**src/rtl/regfile_wb_sched.sv**
```systemverilog
// Writeback scheduler and hazard scoreboard for the 32x32 register file.
// Optional feature: define WB_RR_EN for round-robin ALU/MEM arbitration (default: MEM > ALU).
module regfile_wb_sched #(
  parameter int unsigned NUM_REGS = 32,
  parameter int unsigned ADDR_W   = 5,
  parameter int unsigned DATA_W   = 32
) (
  input  logic                clk,
  input  logic                rst_n,
  input  logic                iss_valid,
  input  logic [ADDR_W-1:0]   iss_rd,
  input  logic [ADDR_W-1:0]   iss_rs1,
  input  logic [ADDR_W-1:0]   iss_rs2,
  output logic                iss_stall,
  input  logic                alu_wb_valid,
  input  logic [ADDR_W-1:0]   alu_wb_rd,
  input  logic [DATA_W-1:0]   alu_wb_data,
  output logic                alu_wb_ready,
  input  logic                mem_wb_valid,
  input  logic [ADDR_W-1:0]   mem_wb_rd,
  input  logic [DATA_W-1:0]   mem_wb_data,
  output logic                mem_wb_ready,
  output logic                rf_load,
  output logic [ADDR_W-1:0]   rf_dest,
  output logic [DATA_W-1:0]   rf_in,
  output logic [NUM_REGS-1:0] busy_vec
);

  logic [NUM_REGS-1:0] busy_q;
  logic [NUM_REGS-1:0] busy_d;
  logic [NUM_REGS-1:0] eb;
  logic                alu_nz;
  logic                mem_nz;
  logic                grant_alu;
  logic                grant_mem;
  logic                grant;
  logic [ADDR_W-1:0]   wb_rd;
  logic [DATA_W-1:0]   wb_data;

  assign busy_vec = busy_q;

  // A register being written this cycle is readable through the regfile bypass.
  always_comb begin
    eb = busy_q;
    if (rf_load) eb[rf_dest] = 1'b0;
  end

  always_comb begin
    iss_stall = 1'b0;
    if (iss_valid) begin
      iss_stall = ((iss_rs1 != '0) && eb[iss_rs1]) ||
                  ((iss_rs2 != '0) && eb[iss_rs2]) ||
                  ((iss_rd  != '0) && eb[iss_rd]);
    end
  end

  assign alu_nz = alu_wb_valid && (alu_wb_rd != '0);
  assign mem_nz = mem_wb_valid && (mem_wb_rd != '0);

`ifdef WB_RR_EN
  typedef enum logic {PRI_ALU, PRI_MEM} rr_e;
  rr_e rr_q;
  rr_e rr_d;

  // Pointer only moves on contention, and always toward the loser.
  always_comb begin
    rr_d      = rr_q;
    grant_mem = mem_nz;
    grant_alu = alu_nz && !mem_nz;
    if (alu_nz && mem_nz) begin
      grant_mem = (rr_q == PRI_MEM);
      grant_alu = (rr_q == PRI_ALU);
      rr_d      = (rr_q == PRI_MEM) ? PRI_ALU : PRI_MEM;
    end
  end

  always_ff @(posedge clk or negedge rst_n) begin
    if (!rst_n) rr_q <= PRI_ALU;
    else        rr_q <= rr_d;
  end
`else
  always_comb begin
    grant_mem = mem_nz;
    grant_alu = alu_nz && !mem_nz;
  end
`endif

  assign grant        = grant_alu || grant_mem;
  assign alu_wb_ready = alu_wb_valid && ((alu_wb_rd == '0) || grant_alu);
  assign mem_wb_ready = mem_wb_valid && ((mem_wb_rd == '0) || grant_mem);

  always_comb begin
    wb_rd   = alu_wb_rd;
    wb_data = alu_wb_data;
    if (grant_mem) begin
      wb_rd   = mem_wb_rd;
      wb_data = mem_wb_data;
    end
  end

  // Clear before set so a same-cycle re-issue keeps the register busy.
  always_comb begin
    busy_d = busy_q;
    if (rf_load) busy_d[rf_dest] = 1'b0;
    if (iss_valid && !iss_stall && (iss_rd != '0)) busy_d[iss_rd] = 1'b1;
    busy_d[0] = 1'b0;
  end

  always_ff @(posedge clk or negedge rst_n) begin
    if (!rst_n) begin
      busy_q  <= '0;
      rf_load <= 1'b0;
      rf_dest <= '0;
      rf_in   <= '0;
    end else begin
      busy_q  <= busy_d;
      rf_load <= grant;
      if (grant) begin
        rf_dest <= wb_rd;
        rf_in   <= wb_data;
      end
    end
  end

endmodule

```
**config.mk**
```make
export PLATFORM = sky130hd
export DESIGN_NAME = regfile_wb_sched
export DESIGN_NICKNAME = d
export VERILOG_FILES = /design/src/rtl/regfile_wb_sched.sv
export SDC_FILE = /design/constraint.sdc
export NUM_CORES = 1
export LEC_CHECK = 0
export CORE_MARGIN = 2
export CORE_UTILIZATION = 40
export CTS_CLUSTER_DIAMETER = 120
export CTS_CLUSTER_SIZE = 8
export DETAILED_ROUTE_END_ITERATION = 10
export GPL_ROUTABILITY_DRIVEN = 0
export PLACE_DENSITY_LB_ADDON = 0.1
export SYNTH_ARGS = -nofsm -noshare
export SYNTH_HDL_FRONTEND = slang
export SYNTH_SLANG_ARGS = --single-unit
```
**constraint.sdc**
```tcl
create_clock -name clk -period 3.2 [get_ports clk]
set_input_delay 0.48 -clock clk [delete_from_list [all_inputs] [get_ports clk]]
set_output_delay 0.48 -clock clk [all_outputs]
set_load 0.005 [all_outputs]
```
# --- Word level (Yosys, flattened, before mapping) ---
# Index checks and enable logic that the tools add are counted.
totals:
  input_bits: 94
  reg_bits: 69
  output_inout_bits: 73
  word_cells: 54
op_classes:
  magnitude_cmp: 6
  mux: 15
  reduce_logical: 26
  bitwise_logic: 3
ops:
  columns: ["op", "count"]
  rows:
  - ["2-to-1 mux 32 bit", 3]
  - ["AND 32 bit", 1]
  - ["NOT 32 bit", 1]
  - ["OR 32 bit", 1]
  - ["nonzero test 5 bit", 5]
  - ["< comparator 5 x 6 -> 1 bit, second input constant", 4]
  - ["binary-select mux 1 bit (select 5 bit)", 3]
  - ["logical AND 1 bit", 12]
  - ["demux 1 bit (select 5 bit)", 2]
  - [">= comparator 5 x 1 -> 1 bit, second input constant", 2]
  - ["logical NOT 5 bit", 2]
  - ["2-to-1 mux 1 bit", 6]
  - ["logical OR 1 bit", 5]
  - ["2-to-1 mux 5 bit", 1]
  - ["logical NOT 1 bit", 2]

# --- Logic depth before layout (Yosys ltp) ---
logic_depth:
  ltp_word: 17
  ltp_mapped: 11
  mapped_depth_nobuf: 7

# --- Worst setup path before layout ---
# Ideal clock, no wire load.
synth_path:
  path_kind: "input to output"
  startpoint: "input iss_rd[1]"
  endpoint: "output iss_stall"
  t_arrival_ns: 2.100
  t_required_ns: 2.720
  path_buffers: 3
  cell_stages: 8
  setup_slack_ns: 0.620
  cell_sequence: "buf_2 > clkbuf_1 > mux4_2 > a311o_1 > nand4_4 > buf_6 > nand2_1 > o21a_1"
synth_between:
  elab_chain_len: 5
  elab_cells_between_ends: 6
  classes_between: "mux (3); reduce/logical (3)"
synth_rtl:
  columns: ["element", "line", "text"]
  rows:
  - ["from (decl)", "11", "input logic [ADDR_W-1:0] iss_rd,"]
  - ["binary-select mux 1 bit (select 5 bit)", "53", "((iss_rd != '0) && eb[iss_rd]);"]
  - ["2-to-1 mux 1 bit (implied by the code)", "53", null]
  - ["logical AND 1 bit *", "53", null]
  - ["logical OR 1 bit *", "52", "((iss_rs2 != '0) && eb[iss_rs2]) ||"]
  - ["2-to-1 mux 1 bit *", "50", "if (iss_valid) begin"]
  - ["to (decl)", "14", "output logic iss_stall,"]
# Mark *: on every way between the ends. The rest lies on a longest branch, timed or not. The select of a mux whose other input is x is not followed.

# --- Worst setup path in the final report ---
# Ends and elaborated chain as after synthesis.

==> out/results.ini <==
[route]
highest_layer = met4
drt-initial-drc-count = 729
met3_length_microns = 1730
postRouteAntennaNets = 0
dr.pass1.iters = 6
dr_total_vias = 5366
routed_wl_microns = 17900
post-route-drc-count = 0
routedWlPerCell_microns = 19.8
via_per_inst = 5.94
dr_wl_met2_microns = 8370
m1WireLength_microns = 7320

[outcome]
outcome = finished, final reports clean

[worst_setup_path]
end_kind = output port
arrival_ns = 2.67
critPathLaunchType = input pin
cp.required_ns = 2.72
path_class = in -> out
critPathMaxFanout = 13
reg2reg_slack_ns = 0.77

[timing]
timing.final.crit_share_pct = 98.3
finalHoldViolCount = 0
relSlewSlack_pct = 29.0
slew_viol_final = 0
fmax_ghz = 0.318
fin_skew_ns = 0.0124
worst_pin_slew_ns = 1.07
finalSetupTns_ns = 0
fin_crit_ns = 3.15
finalSetupViolCount = 0

[clock_tree]
cts.reportedPaths.clkPinSlew_ns = 0.06
htreeDepth = 3
clk-insertion-delay-late_ns = 0.35
cts_tree = done
cts_made_buffers = 9
clockBufferDepth = 2
clock-sinks = 69
clock-root-buffer = clkbuf_16

[yosys]
syn_avg_cell_area_sq_um = 9.27
ys_warn_count = 0
synth_edf_count = 0
synth-seq-cells = 69
async_reset_ff_share_pct = 100
netlist_area_sq_um = 4970
synth.net_count = 630
yosysSeqAreaShare_pct = 34.8
ys.flop_type = dfrtp_1
ys_types = 72
syn_inst = 536

[die]
fp.dieW_microns = 115
ios = 167
start_util_pct = 41.2
die_area_sq_um = 13300
rows = 40
die_height_microns = 115
fp.coreArea_sq_um = 12100

[grt]
grt_overflow = 0
grt_util_all_layers_pct = 27.3
grt_pass1_wl_microns = 28100
grt_pass1_vias = 5302
antenna_found_initial = 0
grt_max_degree = 70

[power]
peakVddDrop_mv = 0.301
power_density_nw_per_um2 = 564
p_leak_nw = 3.04

[placement]
port_buffers = 165
postPlaceCellArea_sq_um = 7020
dp_hpwl_microns = 13200

[final_layout]
diodes = 0
final_nets = 825
fin_area_sq_um = 7520
fillCellCount = 1022
syn2layout_area_growth_pct = 51.4
drive_gt1_share_pct = 17.8

[hold_path]
hold_class = in -> async

[run]
cap_violations = 0

-- Yosys cell counts (2+ instances only) --
library cell	count	area, sq um
mux2_2	4	45.0
and4bb_2	2	25.0
xor2_1	2	17.5
a2111oi_0	2	17.5
buf_6	10	113
and3b_1	2	17.5
a311o_1	4	40.0
o21a_1	3	22.5
xnor2_1	3	26.3
nor4_1	2	12.5
nand4bb_1	2	22.5
clkbuf_1	13	48.8
buf_4	14	105
nand4b_1	2	17.5
nor2_1	15	56.3
o311ai_0	2	17.5
o311a_1	2	20.0
nor3_1	10	50.1
o21ai_0	67	335
o31ai_1	2	15.0
inv_1	7	26.3
o211ai_1	3	22.5
or4_1	3	22.5
xnor2_2	3	48.8
buf_2	10	50.1
o311ai_1	2	17.5
a21oi_1	6	30.0
mux2i_1	64	641
a311oi_1	9	78.8
nand4_1	33	206
o22ai_1	2	12.5
mux4_2	7	158
dfrtp_1	69	1730
nand3_1	8	40.0
a211oi_1	3	22.5
nand2_1	54	203
a31oi_1	5	31.3
nand3b_1	3	22.5
and4b_1	2	20.0
nand2b_1	7	43.8
o21ai_1	42	210
-- timing repair --
action,CTS,global route
pin swaps,9,5
hold endpoints to repair,0,0
endpoints found under the setup margin,1,1
buffers inserted,1,1
hold buffers,0,0
cloned,2,1
resized for setup,19,11
-- cells in the final DEF, fill, tap and decap left out, drive strengths merged, types with 8 or more instances in the layout --
| cell | instances |
|---|---|
| mux2i | 64 |
| dfrtp | 69 |
| nand2b | 8 |
| o21ai | 109 |
| nand2 | 54 |
| buf | 68 |
| inv | 8 |
| nand3 | 9 |
| nand4 | 34 |
| a311oi | 9 |
| clkdlybuf4s50 | 160 |
| nor3 | 10 |
| clkbuf | 11 |
| nor2 | 15 |
-- sequential cells by signal, summed over array words and instances (netlist names) --
name	cells
rf_load	1
rf_dest	5
busy_vec	31
rf_in	32
-- worst paths after layout --
kind                            start            to  cells after the start
hold reg to reg              rf_in[6]      rf_in[6]                      2
min in group clk             rf_in[6]      rf_in[6]                      2
setup / recovery            iss_rd[1]     iss_stall                     10
hold / removal                  rst_n     rf_in[15]                      1
setup reg to reg           rf_dest[0]  busy_vec[23]                      9
max in group asynchronous       rst_n  busy_vec[30]                      2
-- layer usage --
metal / vias to the layer above / global-route usage [%]
met5: - / 0
met4: 0 / 11.5
met3: 44 / 6.85
met2: 319 / 42.5
met1: 2583 / 36.4
li1: 2420 / -
-- layout make-up --
class | instances | area [sq um] | share of cell area, %
multi-input combinational | 409 | 2960 | 39.4
timing repair buffer | 234 | 2260 | 30.1
sequential | 69 | 1730 | 23.0
clock buffer | 11 | 243 | 3.23
tap | 168 | 210 | 2.79
clock inverter | 5 | 83.8 | 1.11
inverter | 8 | 30.0 | 0.399
-- power breakdown --
group,internal (mW),total [mW],switching (mW)
sequential,1.09,1.47,0.380
clock,0.704,1.09,0.384
combinational,0.949,1.69,0.738
total,2.74,4.24,1.50
-- critical path, cell delays in order --
cell and delay [ns]:
clkdlybuf4s50_1 0.49, buf_6 0.20, or4_1 0.51, a21oi_1 0.16
a31oi_1 0.06, o311a_1 0.17, nand4_4 0.08, nand2_1 0.05
o21a_1 0.19, dlygate4sd2_1 0.27
-- through the flow --
| stage | hold slack (ns) | cells | setup WS [ns] | power, mW | util [%] |
|---|---|---|---|---|---|
| floorplan | 0.184 | 536 | 0.620 | 2.11 | - |
| global placement | 0.535 | 883 | -0.207 | 3.04 | 58.2 |
| detailed placement | 0.539 | 883 | -0.212 | 3.07 | 58.2 |
| CTS | 0.165 | 902 | 0.0627 | 4.21 | 62.0 |
| global route | 0.204 | 904 | -0.00132 | 4.46 | 62.4 |
| finish | 0.159 | 904 | 0.0549 | 4.24 | 62.4 |
-- logic make-up (layout without fill, tap and decap cells) --
| logic type | after synthesis | after routing | synth area share [%] |
|---|---|---|---|
| muxes | 76 | 76 | 17.2 |
| AOI/OAI and AO/OA | 161 | 161 | 19.3 |
| other | 1 | 1 | 0.0755 |
| DFF | 69 | 69 | 34.8 |
| buffers and inverters | 58 | 258 | 7.45 |
| and+or+nand+nor | 163 | 163 | 19.4 |
| xor gates and xnor gates | 8 | 8 | 1.86 |
Power figures use the tool's default switching activity.
